## src/rtl/ternary_pkg.sv

```systemverilog
// Shared state type, constants and helpers for external register-port targets.
package ternary_pkg;

    typedef enum logic [2:0] {
        IDLE  = 3'd0,
        ISSUE = 3'd1,
        WAIT  = 3'd2,
        RESP  = 3'd3,
        ERR   = 3'd4,
        DRAIN = 3'd5
    } ext_resp_state_t;

    localparam logic [31:0] EXT_ERR_RDATA = 32'hDEAD_BEEF;
    localparam logic [31:0] TPU_BASE      = 32'h0000_1000;

    function automatic logic [7:0] sat_inc8(input logic [7:0] v);
        return (v == 8'hFF) ? v : v + 8'd1;
    endfunction

endpackage

```

## src/rtl/ext_reg_responder_if.sv

```systemverilog
// External register port as seen between a host initiator (master) and a target (slave).
interface ext_reg_responder_if;
    logic        sel;
    logic        wen;
    logic        ren;
    logic [31:0] addr;
    logic [31:0] wdata;
    logic [31:0] rdata;
    logic        ready;

    modport master (output sel, wen, ren, addr, wdata, input rdata, ready);
    modport slave  (input sel, wen, ren, addr, wdata, output rdata, ready);
endinterface

```

## src/rtl/ext_addr_window_dec.sv

```systemverilog
// Combinational window/alignment decoder: hit when a word-aligned address falls
// inside [BASE_ADDR, BASE_ADDR+WINDOW_BYTES); also returns the word offset.
module ext_addr_window_dec
    import ternary_pkg::*;
#(
    parameter logic [31:0] BASE_ADDR    = TPU_BASE,
    parameter int          WINDOW_BYTES = 256,
    localparam int         OFF_W        = $clog2(WINDOW_BYTES) - 2
) (
    input  logic [31:0]      addr,
    output logic             hit,
    output logic [OFF_W-1:0] word_off
);
    logic [29:0] rel_words;

    // Window is a power of two, so "below the top" reduces to zero upper offset bits.
    always_comb begin
        rel_words = addr[31:2] - BASE_ADDR[31:2];
        hit       = (addr >= BASE_ADDR) && (rel_words[29:OFF_W] == '0) && (addr[1:0] == 2'b00);
        word_off  = rel_words[OFF_W-1:0];
    end
endmodule

```

## src/rtl/ext_reg_responder.sv

```systemverilog
// Responder for the external register port: one req/ack transaction per access, bounded
// error completions. Define EXT_REG_RESPONDER_STATS_EN to add rd_count/wr_count outputs.
module ext_reg_responder
    import ternary_pkg::*;
#(
    parameter logic [31:0] BASE_ADDR    = TPU_BASE,
    parameter int          WINDOW_BYTES = 256,
    parameter int          TIMEOUT_CYC  = 64,
    parameter logic [31:0] ERR_RDATA    = EXT_ERR_RDATA,
    localparam int         OFF_W        = $clog2(WINDOW_BYTES) - 2
) (
    input  logic                clk,
    input  logic                rst,
    ext_reg_responder_if.slave  ext,
    output logic                reg_req,
    output logic                reg_we,
    output logic [OFF_W-1:0]    reg_addr,
    output logic [31:0]         reg_wdata,
    input  logic                reg_ack,
    input  logic [31:0]         reg_rdata,
`ifdef EXT_REG_RESPONDER_STATS_EN
    output logic [15:0]         rd_count,
    output logic [15:0]         wr_count,
`endif
    output logic                err_sticky,
    output logic [7:0]          err_count
);
    localparam int              TO_W    = $clog2(TIMEOUT_CYC);
    localparam logic [TO_W-1:0] TO_LAST = TO_W'(TIMEOUT_CYC - 1);

    ext_resp_state_t  state_q, state_d;
    logic             ext_ready_q, ext_ready_d;
    logic [31:0]      ext_rdata_q, ext_rdata_d;
    logic             reg_req_q, reg_req_d;
    logic             reg_we_q, reg_we_d;
    logic [OFF_W-1:0] reg_addr_q, reg_addr_d;
    logic [31:0]      reg_wdata_q, reg_wdata_d;
    logic             err_sticky_q, err_sticky_d;
    logic [7:0]       err_count_q, err_count_d;
    logic [TO_W-1:0]  tmo_q, tmo_d;
    logic             err_fire;
    logic             dec_hit;
    logic [OFF_W-1:0] dec_off;
    logic             acc_ok;
`ifdef EXT_REG_RESPONDER_STATS_EN
    logic [15:0]      rd_cnt_q, rd_cnt_d;
    logic [15:0]      wr_cnt_q, wr_cnt_d;
`endif

    ext_addr_window_dec #(
        .BASE_ADDR    (BASE_ADDR),
        .WINDOW_BYTES (WINDOW_BYTES)
    ) u_dec (
        .addr     (ext.addr),
        .hit      (dec_hit),
        .word_off (dec_off)
    );

    assign acc_ok = (ext.wen ^ ext.ren) & dec_hit;

    always_comb begin
        state_d      = state_q;
        ext_ready_d  = 1'b0;
        ext_rdata_d  = ext_rdata_q;
        reg_req_d    = reg_req_q;
        reg_we_d     = reg_we_q;
        reg_addr_d   = reg_addr_q;
        reg_wdata_d  = reg_wdata_q;
        err_sticky_d = err_sticky_q;
        err_count_d  = err_count_q;
        tmo_d        = tmo_q;
        err_fire     = 1'b0;
`ifdef EXT_REG_RESPONDER_STATS_EN
        rd_cnt_d     = rd_cnt_q;
        wr_cnt_d     = wr_cnt_q;
`endif
        unique case (state_q)
            IDLE: begin
                // The only point where ext_* inputs are captured for this access.
                if (ext.sel) begin
                    reg_we_d    = ext.wen;
                    reg_addr_d  = dec_off;
                    reg_wdata_d = ext.wdata;
                    if (acc_ok) begin
                        state_d   = ISSUE;
                        reg_req_d = 1'b1;
                    end else begin
                        state_d     = ERR;
                        ext_ready_d = 1'b1;
                        ext_rdata_d = ext.wen ? 32'd0 : ERR_RDATA;
                        err_fire    = 1'b1;
                    end
                end
            end
            ISSUE: begin
                state_d = WAIT;
                tmo_d   = '0;
            end
            WAIT: begin
                // Ack wins over a timeout expiring in the same cycle.
                if (reg_ack) begin
                    state_d     = RESP;
                    reg_req_d   = 1'b0;
                    ext_ready_d = 1'b1;
                    ext_rdata_d = reg_we_q ? 32'd0 : reg_rdata;
`ifdef EXT_REG_RESPONDER_STATS_EN
                    if (reg_we_q) begin
                        wr_cnt_d = (wr_cnt_q == 16'hFFFF) ? wr_cnt_q : wr_cnt_q + 16'd1;
                    end else begin
                        rd_cnt_d = (rd_cnt_q == 16'hFFFF) ? rd_cnt_q : rd_cnt_q + 16'd1;
                    end
`endif
                end else if (tmo_q == TO_LAST) begin
                    state_d     = ERR;
                    reg_req_d   = 1'b0;
                    ext_ready_d = 1'b1;
                    ext_rdata_d = reg_we_q ? 32'd0 : ERR_RDATA;
                    err_fire    = 1'b1;
                end else begin
                    tmo_d = tmo_q + 1'b1;
                end
            end
            RESP, ERR: state_d = DRAIN;
            DRAIN: begin
                // Hold off until the initiator releases sel so a held request is not reissued.
                if (!ext.sel) state_d = IDLE;
            end
            default: state_d = IDLE;
        endcase

        if (err_fire) begin
            err_sticky_d = 1'b1;
            err_count_d  = sat_inc8(err_count_q);
        end
    end

    always_ff @(posedge clk) begin
        if (rst) begin
            state_q      <= IDLE;
            ext_ready_q  <= 1'b0;
            ext_rdata_q  <= '0;
            reg_req_q    <= 1'b0;
            reg_we_q     <= 1'b0;
            reg_addr_q   <= '0;
            reg_wdata_q  <= '0;
            err_sticky_q <= 1'b0;
            err_count_q  <= '0;
            tmo_q        <= '0;
`ifdef EXT_REG_RESPONDER_STATS_EN
            rd_cnt_q     <= '0;
            wr_cnt_q     <= '0;
`endif
        end else begin
            state_q      <= state_d;
            ext_ready_q  <= ext_ready_d;
            ext_rdata_q  <= ext_rdata_d;
            reg_req_q    <= reg_req_d;
            reg_we_q     <= reg_we_d;
            reg_addr_q   <= reg_addr_d;
            reg_wdata_q  <= reg_wdata_d;
            err_sticky_q <= err_sticky_d;
            err_count_q  <= err_count_d;
            tmo_q        <= tmo_d;
`ifdef EXT_REG_RESPONDER_STATS_EN
            rd_cnt_q     <= rd_cnt_d;
            wr_cnt_q     <= wr_cnt_d;
`endif
        end
    end

    assign ext.ready  = ext_ready_q;
    assign ext.rdata  = ext_rdata_q;
    assign reg_req    = reg_req_q;
    assign reg_we     = reg_we_q;
    assign reg_addr   = reg_addr_q;
    assign reg_wdata  = reg_wdata_q;
    assign err_sticky = err_sticky_q;
    assign err_count  = err_count_q;
`ifdef EXT_REG_RESPONDER_STATS_EN
    assign rd_count   = rd_cnt_q;
    assign wr_count   = wr_cnt_q;
`endif

endmodule

```

## src/flat_wrapper.sv

```systemverilog
// flat-port wrapper written by rule: the top's interface ports become plain ports
module ext_reg_responder_flat import ternary_pkg::*;
#(
    parameter logic [31:0] BASE_ADDR    = TPU_BASE,
    parameter int          WINDOW_BYTES = 256,
    parameter int          TIMEOUT_CYC  = 64,
    parameter logic [31:0] ERR_RDATA    = EXT_ERR_RDATA,
    localparam int         OFF_W        = $clog2(WINDOW_BYTES) - 2
)
  (clk, rst, reg_req, reg_we, reg_addr, reg_wdata, reg_ack, reg_rdata, err_sticky, err_count, ext_sel, ext_wen, ext_ren, ext_addr, ext_wdata, ext_rdata, ext_ready);
  ext_reg_responder_if ext_i ();
  input  logic clk;
  input  logic rst;
  output logic reg_req;
  output logic reg_we;
  output logic [OFF_W-1:0] reg_addr;
  output logic [31:0] reg_wdata;
  input  logic reg_ack;
  input  logic [31:0] reg_rdata;
  output logic err_sticky;
  output logic [7:0] err_count;
  input wire logic [$bits(ext_i.sel)-1:0] ext_sel;
  input wire logic [$bits(ext_i.wen)-1:0] ext_wen;
  input wire logic [$bits(ext_i.ren)-1:0] ext_ren;
  input wire logic [$bits(ext_i.addr)-1:0] ext_addr;
  input wire logic [$bits(ext_i.wdata)-1:0] ext_wdata;
  output wire logic [$bits(ext_i.rdata)-1:0] ext_rdata;
  output wire logic [$bits(ext_i.ready)-1:0] ext_ready;
  assign ext_i.sel = ext_sel;
  assign ext_i.wen = ext_wen;
  assign ext_i.ren = ext_ren;
  assign ext_i.addr = ext_addr;
  assign ext_i.wdata = ext_wdata;
  assign ext_rdata = ext_i.rdata;
  assign ext_ready = ext_i.ready;
  ext_reg_responder #(.BASE_ADDR(BASE_ADDR), .WINDOW_BYTES(WINDOW_BYTES), .TIMEOUT_CYC(TIMEOUT_CYC), .ERR_RDATA(ERR_RDATA)) u_core (.clk(clk), .rst(rst), .ext(ext_i), .reg_req(reg_req), .reg_we(reg_we), .reg_addr(reg_addr), .reg_wdata(reg_wdata), .reg_ack(reg_ack), .reg_rdata(reg_rdata), .err_sticky(err_sticky), .err_count(err_count));
endmodule
```

## config.mk

```make
export PLATFORM = sky130hd
export DESIGN_NAME = ext_reg_responder_flat
export DESIGN_NICKNAME = d
export VERILOG_FILES = /design/src/rtl/ternary_pkg.sv /design/src/rtl/ext_reg_responder_if.sv /design/src/rtl/ext_addr_window_dec.sv /design/src/rtl/ext_reg_responder.sv /design/src/flat_wrapper.sv
export SDC_FILE = /design/constraint.sdc
export NUM_CORES = 1
export LEC_CHECK = 0
export CORE_MARGIN = 8
export CORE_UTILIZATION = 30
export CTS_CLUSTER_DIAMETER = 60
export CTS_CLUSTER_SIZE = 20
export DETAILED_ROUTE_END_ITERATION = 6
export DONT_BUFFER_PORTS = 1
export PLACE_DENSITY = 0.49
export SKIP_LAST_GASP = 1
export SLEW_MARGIN = 20
export SYNTH_ARGS = -nofsm -noshare
export SYNTH_HDL_FRONTEND = slang
export SYNTH_HIERARCHICAL = 1
export SYNTH_SLANG_ARGS = --single-unit
export TNS_END_PERCENT = 20
```

## constraint.sdc

```tcl
create_clock -name clk -period 2.5 [get_ports clk]
set_input_delay 0.125 -clock clk [delete_from_list [all_inputs] [get_ports clk]]
set_output_delay 0.125 -clock clk [all_outputs]
set_load 0.02 [all_outputs]
```

Yosys cells after proc, flatten, opt, wreduce, memory -nomap -nowiden

Cells that the tools add are included.

Bits in registers: 91
Bits of input ports: 102
Output and inout bits: 82
Logic and storage cells: 74

Add/subtract/negate cells: 3
Order comparisons: 1
Eq/ne operators: 14
Mux-type cells: 29
Bitwise logic cells: 3
Reduce and logical (&&, ||, !) cells: 14

Operator list:

| operator               | count |
|---|---|
| $mux 32                | 7 |
| $pmux 32 s2            | 1 |
| $ge 32x13->1 const B   | 1 |
| $sub 30x11->30 const B | 1 |
| $logic_not 24->1       | 1 |
| $mux 3                 | 5 |
| $pmux 3 s5             | 1 |
| $mux 6                 | 2 |
| $pmux 6 s2             | 1 |
| $ne 2x2->1 const B     | 5 |
| $mux 1                 | 9 |
| $add 8x1->8 const B    | 1 |
| $eq 8x8->1 const B     | 1 |
| $reduce_and 4->1       | 2 |
| $add 6x1->6 const B    | 1 |
| $eq 3x2->1 const B     | 2 |
| $eq 3x3->1 const B     | 2 |
| $eq 6x6->1 const B     | 1 |
| $pmux 1 s2             | 3 |
| $reduce_and 3->1       | 2 |
| $reduce_and 2->1       | 2 |
| $reduce_bool 2->1      | 2 |
| $eq 3x1->1 const B     | 1 |
| $logic_not 3->1        | 1 |
| 8 further kinds        | 9 |

Longest topological paths before layout

Gate-level depths: netlist (run 1).

Word-level depth: 9
Gate-level depth with buffers: 8
Depth with buffers taken out: 7

Modules after synthesis

The synthesis (run 1) kept the hierarchy.

Modules (own cells, without submodules):

| module              | instances | cells each | area each (µm²) | seq. area each (µm²) |
|---|---|---|---|---|
| ext_reg_responder   | 1         | 428        | 3603.5          | 1821.7 |
| ext_addr_window_dec | 1         | 19         | 151.4           | 0.0 |

Worst setup path after synthesis (run 1)

No wires, ideal clock.

Path type: reg2reg
Start: register u_core.tmo_q[0]
End: register u_core.ext_rdata_q[0] (netlist: u_core/ext.rdata[0])
Setup time: 0.143 ns
Arrival: 1.797 ns
Slack: 0.560 ns
Cell stages (with the launch flop): 8
Buffers on the path: 1
Period minus slack after synthesis: 1.940 ns
Cells stage by stage: dfxtp_1 > ha_1 > nand3_1 > o21ai_0 > nand2_1 > a21oi_1 > clkbuf_1 > a221oi_1

Longest elaborated chain between the ends: 3

Ends and longest elaborated chain:

| element                           | line                     | RTL |
|---|---|---|
| from (decl)                       | ext_reg_responder.sv:40  | `logic [TO_W-1:0] tmo_q, tmo_d;` |
| from (signal assigned)            | ext_reg_responder.sv:163 | `tmo_q <= tmo_d;` |
| $eq 6x6->1                        | ext_reg_responder.sv:113 | `end else if (tmo_q == TO_LAST) begin` |
| $ne 3x2->1 (no source line)       | -                        |  |
| $reduce_and 4->1 (no source line) | -                        |  |
| to (signal assigned)              | ext_reg_responder.sv:156 | `ext_rdata_q <= ext_rdata_d;` |
| to (decl)                         | ext_reg_responder.sv:33  | `logic [31:0] ext_rdata_q, ext_rdata_d;` |

No other way between the ends.
A chain may end at the register's enable or synchronous reset.

Final worst setup path (run 1)

Start: register u_core.state_q[1]
End: register u_core.ext_rdata_q[4] (netlist: u_core/ext.rdata[4])

Longest elaborated chain between the ends: 3
Elaborated cells between the ends (all ways): 8
Classes of those cells: eq/ne (4); mux (1); reduce/logical (3)

Ends and longest elaborated chain:

| element                                                   | line                     | RTL |
|---|---|---|
| from (decl)                                               | ext_reg_responder.sv:31  | `ext_resp_state_t state_q, state_d;` |
| from (signal assigned)                                    | ext_reg_responder.sv:154 | `state_q <= state_d;` |
| $eq 3x2->1 / $logic_not 3->1 (equally long branches)      | ext_reg_responder.sv:77  | `unique case (state_q)` |
| $ne 3x2->1 (no source line), or another cell as far along | -                        |  |
| $reduce_and 4->1 (no source line)                         | -                        |  |

Several ways; a longest one is shown, not always the timed one.

==> impl_metrics.yaml, run 1 <==
logic_synthesis:
  synth_cell_types: 42
  synth_fp_nets: 551
  ys_seq_elements: 91
  ys.flop_type: "dfxtp_1"
  synth_edf_count: 0
  synth_area_per_cell_um2: 8.40
  synth_async_sr_flop_share_pct: 0
  yosys_warnings: 6
  syn_inst: 447
  syn_area_um2: 3750
  yosysSeqAreaShare_pct: 48.5
timing:
  hold_ws_ns: 0.0250
  final-setup-viol-count: 0
  setup_tns_ns: 0
  worstMarginPinSlew_ns: 0.535
  fin_skew_ns: 0.00542
  timing.slew.headroom_pct: 64.2
  hold_violations: 0
  drv_slew: 0
  period_minus_slack_ns: 2.33
  period_share_pct: 93.2
  rsz0062_at_grt: "false"
  fmax_mhz: 429
global_route:
  antenna_found_initial: 0
  grt_pass1_wl_um: 17700
  grt_max_degree: 91
  grt_pass1_vias: 3395
  grtUsageTotal_pct: 13.6
  grt_overflow: 0
outcome:
  status: "completed"
clock_tree:
  clk_latency_ns: 0.33
  numCtsBuffers: 9
  cts_root_buf: "clkbuf_16"
  clk_pin_slew_worst_paths_ns: 0.06
  numClockSinks: 91
  h-tree-depth: 3
  cts_setup_buffers: 0
  cts_tree: "built"
  clock_path_buffers: 2
worst_setup_path:
  crit_path_max_incr_delay_ns: 0.58
  cp.arrival_ns: 2.55
  crit_path_end_kind: "register"
  path_max_fanout: 11
  crit_family: "buffers and inverters"
  cp_cell_sequence: "or4b_1, a21oi_4, a21oi_2, buf_4, a32oi_1, dlygate4sd3_1, nor2_1"
  path_class: "register to register"
  cp_slowest_cell: "or4b_1"
  critPathRequiredTime_ns: 2.72
  crit_buf_inv: 2
  cp-start-kind: "register"
cells_and_area:
  n_fill_cell: 1271
  syn_to_final_growth_pct: 24.7
  layout_common_cells: "dfxtp_1, nand2_1, a21oi_1"
  postLayoutCellArea_um2: 4680
  drive_above_1_share_pct: 8.71
  antenna_cells: 0
  mostFrequentLayoutCell: "dfxtp_1"
  layout.nets: 581
placement:
  gp_congestion: 0.731
  placed_cell_area_um2: 3880
  place_hpwl_um: 7500
  io_buffers: 0
die:
  start_util_pct: 30.2
  dieArea_um2: 16400
  core_um2: 12400
  dieHeight_um: 128
  num_rows: 41
  io_pins: 184
  fp.dieW_um: 128
drt:
  wl_per_cell_um: 17.0
  drc: 0
  num_vias: 3327
  first_pass_iters: 4
  viasPerCell: 5.09
  ant_nets: 0
  drt-total-wl_um: 11100
  drt_iter0_markers: 177
power:
  leakage_nw: 1.63
  ir_drop_uv: 366
  power_density_nw_per_um2: 967
flow_run:
  max_cap_violations: 0
hold_path:
  hold_path.class: "primary input to register"
[worst register-to-register path, stage by stage, from the launching register on]
cell and delay, ns:
dfxtp_2 0.38, or4b_1 0.58, a21oi_4 0.25, a21oi_2 0.06
buf_4 0.19, a32oi_1 0.15, dlygate4sd3_1 0.56, nor2_1 0.04
[power breakdown]
part	leakage [nW]	switching (W)	total, W	internal [W]
Combinational	0.749	0.000565	0.000948	0.000383
Sequential	0.745	0.000532	0.00225	0.00172
Clock	0.141	0.000555	0.00133	0.000770
[kinds of logic (layout without fill, tap and decap cells)]
logic type / count (synthesis) / count (layout) / share of synthesized area (%)
AND/OR/NAND/NOR: 148 / 148 / 19.0
multiplexers: 3 / 3 / 0.800
adder cells (fa/ha/maj): 2 / 2 / 0.666
flip-flops: 91 / 91 / 48.5
AO/OA/AOI/OAI: 133 / 133 / 22.5
buffers and inverters: 65 / 100 / 7.30
XOR/XNOR: 5 / 5 / 1.17
[cells in the mapped netlist (2+ instances only)]
| library cell | number | area, um2 |
|---|---|---|
| or3_1 | 7 | 43.8 |
| clkbuf_1 | 27 | 101 |
| a21oi_1 | 51 | 255 |
| nand3_1 | 7 | 35.0 |
| buf_1 | 2 | 7.51 |
| dfxtp_1 | 91 | 1820 |
| nor3_1 | 4 | 20.0 |
| inv_1 | 26 | 97.6 |
| and3_1 | 3 | 18.8 |
| buf_2 | 3 | 15.0 |
| nor4_2 | 4 | 50.1 |
| a211oi_1 | 3 | 22.5 |
| or4b_1 | 2 | 20.0 |
| nor2b_1 | 5 | 31.3 |
| mux2i_1 | 3 | 30.0 |
| a32oi_1 | 8 | 70.1 |
| o21ai_0 | 35 | 175 |
| a221oi_1 | 26 | 228 |
| nand2_1 | 83 | 312 |
| buf_4 | 7 | 52.6 |
| xor2_1 | 5 | 43.8 |
| ha_1 | 2 | 25.0 |
| nor4_1 | 4 | 25.0 |
| nor2_1 | 21 | 78.8 |
[final cells by class]
cell class / instances / area, um2 / area share (%)
sequential: 91 / 1820 / 39.0
multi-input combinational: 291 / 1680 / 35.8
timing repair buffer: 58 / 573 / 12.2
clock buffer: 9 / 225 / 4.81
tap: 172 / 215 / 4.60
inverter: 26 / 97.6 / 2.08
clock inverter: 7 / 68.8 / 1.47
[through the flow]
| stage | setup WS [ns] | power (W) | std cells | util [%] |
|---|---|---|---|---|
| 6_report | 0.169 | 0.00453 | 654 | 37.7 |
| 5_1_grt | 0.0496 | 0.00483 | 654 | 37.7 |
| 4_1_cts | 0.0351 | 0.00458 | 654 | 37.7 |
| 3_5_place_dp | 0.407 | 0.00314 | 590 | 31.3 |
| 3_3_place_gp | 0.437 | 0.00312 | 590 | 31.3 |
| 2_1_floorplan | 0.560 | 0.00289 | 447 | - |
[sequential cells by signal (all words and copies together) (netlist names)]
signal and count:
u_core/reg_wdata 32, u_core/ext.ready 1, u_core/ext.rdata 32, u_core/err_count 8, u_core/err_sticky 1, u_core/reg_addr 6
u_core/tmo_q 6, u_core/state_q 3, u_core/reg_we 1, u_core/reg_req 1
[metal layers]
metal  wire (um)  track usage, %  up-vias
li1            -               -     1620
met2        5090            20.8      147
met4         193            6.08        0
met1        4560            16.0     1546
met3        1300            6.45       14
met5           0               0        -
[path summary, 6_finish.rpt]
| kind | start | end | slack [ns] | cells past startpoint |
|---|---|---|---|---|
| worst min register to register | u_core/tmo_q[5] | u_core/tmo_q[5] | 0.51 | 2 |
| worst min-delay path | ext_sel | u_core/state_q[2] | 0.02 | 2 |
| worst max register to register | u_core/state_q[1] | u_core/ext.rdata[4] | 0.17 | 7 |
| worst max-delay path | u_core/state_q[1] | u_core/ext.rdata[4] | 0.17 | 7 |
[what timing repair did]
item	in CTS	in global routing
gates resized for setup	0	4
hold buffers	48	0
endpoints found under the setup margin	0	1
hold endpoints to repair	91	0
Power figures use the tool's default switching activity.
==> inputs of run 2 (changes only) <==
--- a/config.mk
+++ b/config.mk
@@ -6,12 +6,12 @@
 export NUM_CORES = 1
 export LEC_CHECK = 0
 export CORE_MARGIN = 8
-export CORE_UTILIZATION = 30
+export CORE_UTILIZATION = 55
 export CTS_CLUSTER_DIAMETER = 60
 export CTS_CLUSTER_SIZE = 20
 export DETAILED_ROUTE_END_ITERATION = 6
 export DONT_BUFFER_PORTS = 1
-export PLACE_DENSITY = 0.49
+export PLACE_DENSITY = 0.75
 export SKIP_LAST_GASP = 1
 export SLEW_MARGIN = 20
 export SYNTH_ARGS = -nofsm -noshare
==> run 2 against run 1 <==
  * Sequential cell count unchanged
  * Clock-buffer cell count grew 1
  * Final cell count is 13% lower
  * Final area down 3.2%
  * Register-to-register slack improved by 0.09 ns
  * Utilization is 30 points higher
  * Clock power decreased by 25%
  * Non-clock buffer count up 4
  * Power decreased by 7.1%
  * Sequential power hardly changed
  * Largest cell class unchanged
==> impl_metrics.yaml, run 2 (synthesized netlist as in run 1, its figures left out) <==
worst_setup_path:
  path_max_fanout: 39
  cp.arrival_ns: 2.49
  r2r_cells: 5
  rr_endpoint: "u_core/reg_wdata[12]"
  path_class: "register to register"
  cp-endpoint: "u_core/reg_wdata[12]"
  crit_path_max_incr_delay_ns: 0.59
  cp_cell_sequence: "or4b_1, buf_4, nand2_1, a21oi_1, dlygate4sd3_1"
  worstSetupStartpoint: "u_core/state_q[0]"
  crit_path_end_kind: "register"
  critPathRequiredTime_ns: 2.75
  reg2reg_slack_ns: 0.26
  cp_slowest_cell: "or4b_1"
  cp-start-kind: "register"
  reg2reg_from: "u_core/state_q[0]"
timing:
  fin_skew_ns: 0.0172
  timing.slew.headroom_pct: 57.7
  hold_violations: 0
  worstMarginPinSlew_ns: 0.634
  setup_tns_ns: 0
  final-setup-viol-count: 0
  drv_slew: 0
  rsz0062_at_grt: "false"
  period_minus_slack_ns: 2.24
  period_share_pct: 89.6
  fmax_mhz: 446
  hold_ws_ns: 0.0164
power:
  swShare_pct: 38.5
  p_sw_w: 0.00162
  finalPower_w: 0.00421
  comb_power_share_pct: 22.8
  pwr-share-clk_pct: 23.8
  pwr-share-seq_pct: 53.4
  leakage_nw: 1.61
  intPower_w: 0.00259
  ir_drop_uv: 504
  power_density_nw_per_um2: 928
cells_and_area:
  fin_cells: 569
  drive_above_1_share_pct: 8.02
  mostFrequentLayoutCell: "dfxtp_1"
  layout_common_cells: "dfxtp_1, nand2_1, dlygate4sd3_1"
  layout.nets: 585
  utilization_pct: 67.4
  syn_to_final_growth_pct: 20.7
clock_tree:
  cts_setup_buffers: 0
  clock_path_buffers: 2
  numCtsBuffers: 9
  clk_pin_slew_worst_paths_ns: 0.10
  cts_root_buf: "clkbuf_8"
  h-tree-depth: 3
  clk_latency_ns: 0.36
  cts_tree: "built"
  numClockSinks: 91
hold_path:
  hp-start: "reg_rdata[2]"
  hold_path.class: "primary input to register"
placement:
  io_buffers: 0
  place_hpwl_um: 7230
  dp_cells: 498
  gp_congestion: 0.871
drt:
  drt-total-wl_um: 11200
  num_vias: 3416
  drc: 0
  viasPerCell: 6.00
  ant_nets: 0
  drt_iter0_markers: 212
  wl_per_cell_um: 19.7
  first_pass_iters: 4
die:
  fp.dieW_um: 98.6
  num_rows: 30
  dieHeight_um: 98.6
  start_util_pct: 55.9
  io_pins: 184
  core_um2: 6720
  dieArea_um2: 9730
global_route:
  grt_pass1_vias: 3505
  grtUsageTotal_pct: 22.6
  grt_max_degree: 91
  grt_pass1_wl_um: 17700
  grt_overflow: 0
  antenna_found_initial: 3
flow_run:
  max_cap_violations: 0
outcome:
  status: "completed"
## run 2: cell types whose count changed in the layout (fill, tap and decap cells not counted), moves of 2 or more
cell	change
dfxtp_1	+2
clkinv_2	-3
diode_2	+3
clkbuf_16	-9
clkbuf_8	+9
dlygate4sd3_1	+4
dfxtp_2	-2
## run 2: area by class of cell
class,instances,area [um2]
inverters,26,97.6
fillers,539,2190
clock buffers,10,128
flip-flops and latches,91,1820
clock inverters,6,73.8
multi-input cells,291,1680
diodes,3,7.51
well taps,80,100
repair buffers,62,626
## run 2: worst max-delay path, delay by kind of cell (launching register included)
kind | cells | cell delay [ns]
buffers and inverters | 2 | 0.88
AOI/OAI and AO/OA | 1 | 0.06
and+or+nand+nor | 2 | 0.72
DFF | 1 | 0.46
## run 2: worst min path at each step
stage / to / slack, ns / cells after the start
finish: u_core/ext.rdata[2] / 0.02 / 2
global route: u_core/ext.rdata[26] / 0.009 / 2
CTS: u_core/ext.rdata[2] / 0.001 / 2
detailed placement: u_core/reg_wdata[16] / 0.20 / 1
global placement: u_core/reg_wdata[24] / 0.20 / 1
floorplan: u_core/reg_wdata[0] / 0.26 / 2
## run 2: power groups by stage
stage,clock network (W),registers [W],logic (W)
floorplan,0,0.00218,0.000712
global placement,0,0.00228,0.000825
CTS,0.00103,0.00225,0.000950
global route,0.00109,0.00229,0.00107
finish,0.00100,0.00224,0.000959
detailed placement,0,0.00228,0.000853
## run 2: repair_timing
action	4_1_cts	5_1_grt
endpoints found under the hold margin	91	0
hold buffers	52	0
gates resized for setup	0	0
## run 2: layer usage
layer	global-route usage (%)	wire length, um
met1	23.3	3880
met2	36.4	5430
met3	9.58	1420
met4	16.4	457
met5	0	0
## run 2: through the flow
| step | worst slack, ns | cell area [um2] |
|---|---|---|
| floorplan | 0.560 | 3750 |
| global placement | 0.491 | 3780 |
| detailed placement | 0.439 | 3780 |
| CTS | 0.313 | 4520 |
| finish | 0.259 | 4530 |
| global route | 0.185 | 4530 |
==> inputs of run 3 (changes only) <==
--- a/config.mk
+++ b/config.mk
@@ -5,6 +5,7 @@
 export SDC_FILE = /design/constraint.sdc
 export NUM_CORES = 1
 export LEC_CHECK = 0
+export ABC_AREA = 1
 export CORE_MARGIN = 8
 export CORE_UTILIZATION = 55
 export CTS_CLUSTER_DIAMETER = 60
==> run 3 against run 2 <==
  * First-iteration DRC count fell by 9.4%
  * Wire length up 15%
  * Final area rose by 18%
  * Combinational power grew 87%
  * Via count up 29%
  * Area after synthesis grew 26%
  * Sequential cell count unchanged
  * Power increased by 33%
  * Critical path type unchanged
==> impl_metrics.yaml, run 3 <==
outcome:
  status: "completed"
logic_synthesis:
  synth_top_area_share_pct: 38.5
  yosysSeqAreaShare_pct: 38.5
  ys_seq_elements: 91
  syn_area_um2: 4730
  synth_fp_nets: 771
  syn_inst: 667
  synth_cell_types: 35
  ys.flop_type: "dfxtp_1"
  yosys_warnings: 6
  synth_area_per_cell_um2: 7.10
  synth_async_sr_flop_share_pct: 0
  synth_edf_count: 0
  yosys-top-cells-area: "dfxtp_1, nor2_1, o21ai_0"
  synth.cells.most_frequent: "nor2_1, nand2_1, dfxtp_1"
  yosys.area.top_type: "dfxtp_1"
  synth_most_common_cell: "nor2_1"
die:
  core_um2: 8550
  fp.dieW_um: 109
  start_util_pct: 55.4
  dieHeight_um: 109
  io_pins: 184
  dieArea_um2: 11800
  num_rows: 34
worst_setup_path:
  critPathRequiredTime_ns: 2.75
  crit_path_end_kind: "register"
  cp.arrival_ns: 2.60
  cp_slowest_cell: "dlygate4sd3_1"
  crit_family: "buffers and inverters"
  cp_cell_sequence: "nor2_4, nand2_2, nor2_8, buf_6, nand2_4, buf_4, nand3_1, a21oi_1, dlygate4sd3_1"
  cp-start-kind: "register"
  path_max_fanout: 41
  crit_path_max_incr_delay_ns: 0.59
  crit_buf_inv: 3
  path_class: "register to register"
drt:
  drt_iter0_markers: 192
  viasPerCell: 5.46
  ant_nets: 0
  wl_per_cell_um: 16.0
  drt-total-wl_um: 12900
  drc: 0
  first_pass_iters: 5
  num_vias: 4395
timing:
  hold_violations: 0
  timing.slew.headroom_pct: 30.4
  fin_skew_ns: 0.0151
  period_minus_slack_ns: 2.35
  setup_tns_ns: 0
  drv_slew: 0
  worstMarginPinSlew_ns: 1.04
  final-setup-viol-count: 0
  setup_slack_ns: 0.150
  fmax_mhz: 426
  rsz0062_at_grt: "false"
  period_share_pct: 94.0
global_route:
  antenna_found_initial: 0
  grt_pass1_vias: 4233
  grtUsageTotal_pct: 21.4
  grt_overflow: 0
  grt_max_degree: 70
  grt_pass1_wl_um: 20500
cells_and_area:
  multi_input_area_um2: 2500
  n_fill_cell: 776
  mostFrequentLayoutCell: "nor2_1"
  syn_to_final_growth_pct: 12.8
  layout.nets: 795
  utilization_pct: 62.5
  drive_above_1_share_pct: 13.6
  layout_common_cells: "nor2_1, nand2_1, dfxtp_1"
  seqCellArea_um2: 1820
  fin_cells: 805
placement:
  io_buffers: 0
  dp_cells: 739
  pre_cts_ws_ns: 0.475
  gp_congestion: 0.918
  place_hpwl_um: 8690
clock_tree:
  cts_setup_buffers: 0
  clock_path_buffers: 2
  numCtsBuffers: 9
  numClockSinks: 91
  clk_pin_slew_worst_paths_ns: 0.09
  cts_root_buf: "clkbuf_8"
  cts_tree: "built"
  clk_latency_ns: 0.36
  h-tree-depth: 3
power:
  pwr-share-seq_pct: 48.1
  p_sw_w: 0.00250
  leakage_nw: 2.16
  intPower_w: 0.00308
  comb_power_share_pct: 32.1
  swShare_pct: 44.8
  ir_drop_uv: 660
  finalPower_w: 0.00557
  pwr-share-clk_pct: 19.8
  power_density_nw_per_um2: 1040
hold_path:
  hold_path.class: "primary input to register"
flow_run:
  max_cap_violations: 0
run 3: cell types whose count changed in the layout (fill, tap and decap cells not counted), moves of 7 or more:
cell	change
o21ai_1	+7
nand3_1	+27
nand3b_1	+25
or3_1	-7
a32oi_1	-8
nor2_1	+111
nor2_2	+46
a221oi_1	-26
a21oi_1	-27
nand2_2	+8
nand2_1	+20
inv_1	+7
o21ai_0	+52
run 3: timing repair:
item                                   in CTS  in global routing
hold buffers                               49                  0
setup endpoints to repair                   0                  1
endpoints found under the hold margin      60                  0
gates resized for setup                     0                  1
run 3: kinds of logic after synthesis:
group | after synthesis | share of synthesized area, %
xor+xnor | 3 | 0.555
compound gates | 122 | 13.3
buf+inv | 77 | 8.77
simple gates | 372 | 38.3
flops | 91 | 38.5
fa+ha+maj | 2 | 0.528
run 3: worst min-delay path, cell delays in order:
cell	delay, ns
nand4_1	0.09
nand3_1	0.11
nor2_1	0.05
nor2_1	0.07
run 3: area by class of cell:
cell class,count,share of cell area [%]
well taps,108,2.53
flip-flops and latches,91,34.1
multi-input cells,499,46.8
inverters,37,2.60
repair buffers,53,9.81
clock inverters,6,1.76
diodes,1,0.0468
clock buffers,10,2.39
run 3: path summary, 6_finish.rpt:
| path | startpoint | to | slack, ns | cells past startpoint |
|---|---|---|---|---|
| min | ext_sel | u_core/state_q[0] | 0.13 | 4 |
| max | u_core/state_q[2] | u_core/ext.rdata[8] | 0.15 | 9 |
| max reg2reg | u_core/state_q[2] | u_core/ext.rdata[8] | 0.15 | 9 |
| min reg2reg | u_core/tmo_q[1] | u_core/tmo_q[1] | 0.51 | 2 |
run 3: per-layer routing:
metal | wire length, um | track usage, %
met1 | 4990 | 24.2
met2 | 6390 | 36.4
met3 | 1430 | 8.69
met4 | 89 | 6.26
met5 | 0 | 0
run 3: power groups by stage:
stage	combinational (W)	sequential, W	clock, W
after CTS	0.00177	0.00269	0.00114
after detailed placement	0.00170	0.00272	0
after global routing	0.00201	0.00274	0.00120
after global placement	0.00163	0.00271	0
after floorplan	0.00161	0.00258	0
final	0.00179	0.00268	0.00110
run 3: stage by stage:
stage               area [um2]  hold WS (ns)
CTS                       5340         0.109
detailed placement        4620         0.199
global placement          4620         0.197
global route              5340         0.120
floorplan                 4730         0.194
finish                    5340         0.129
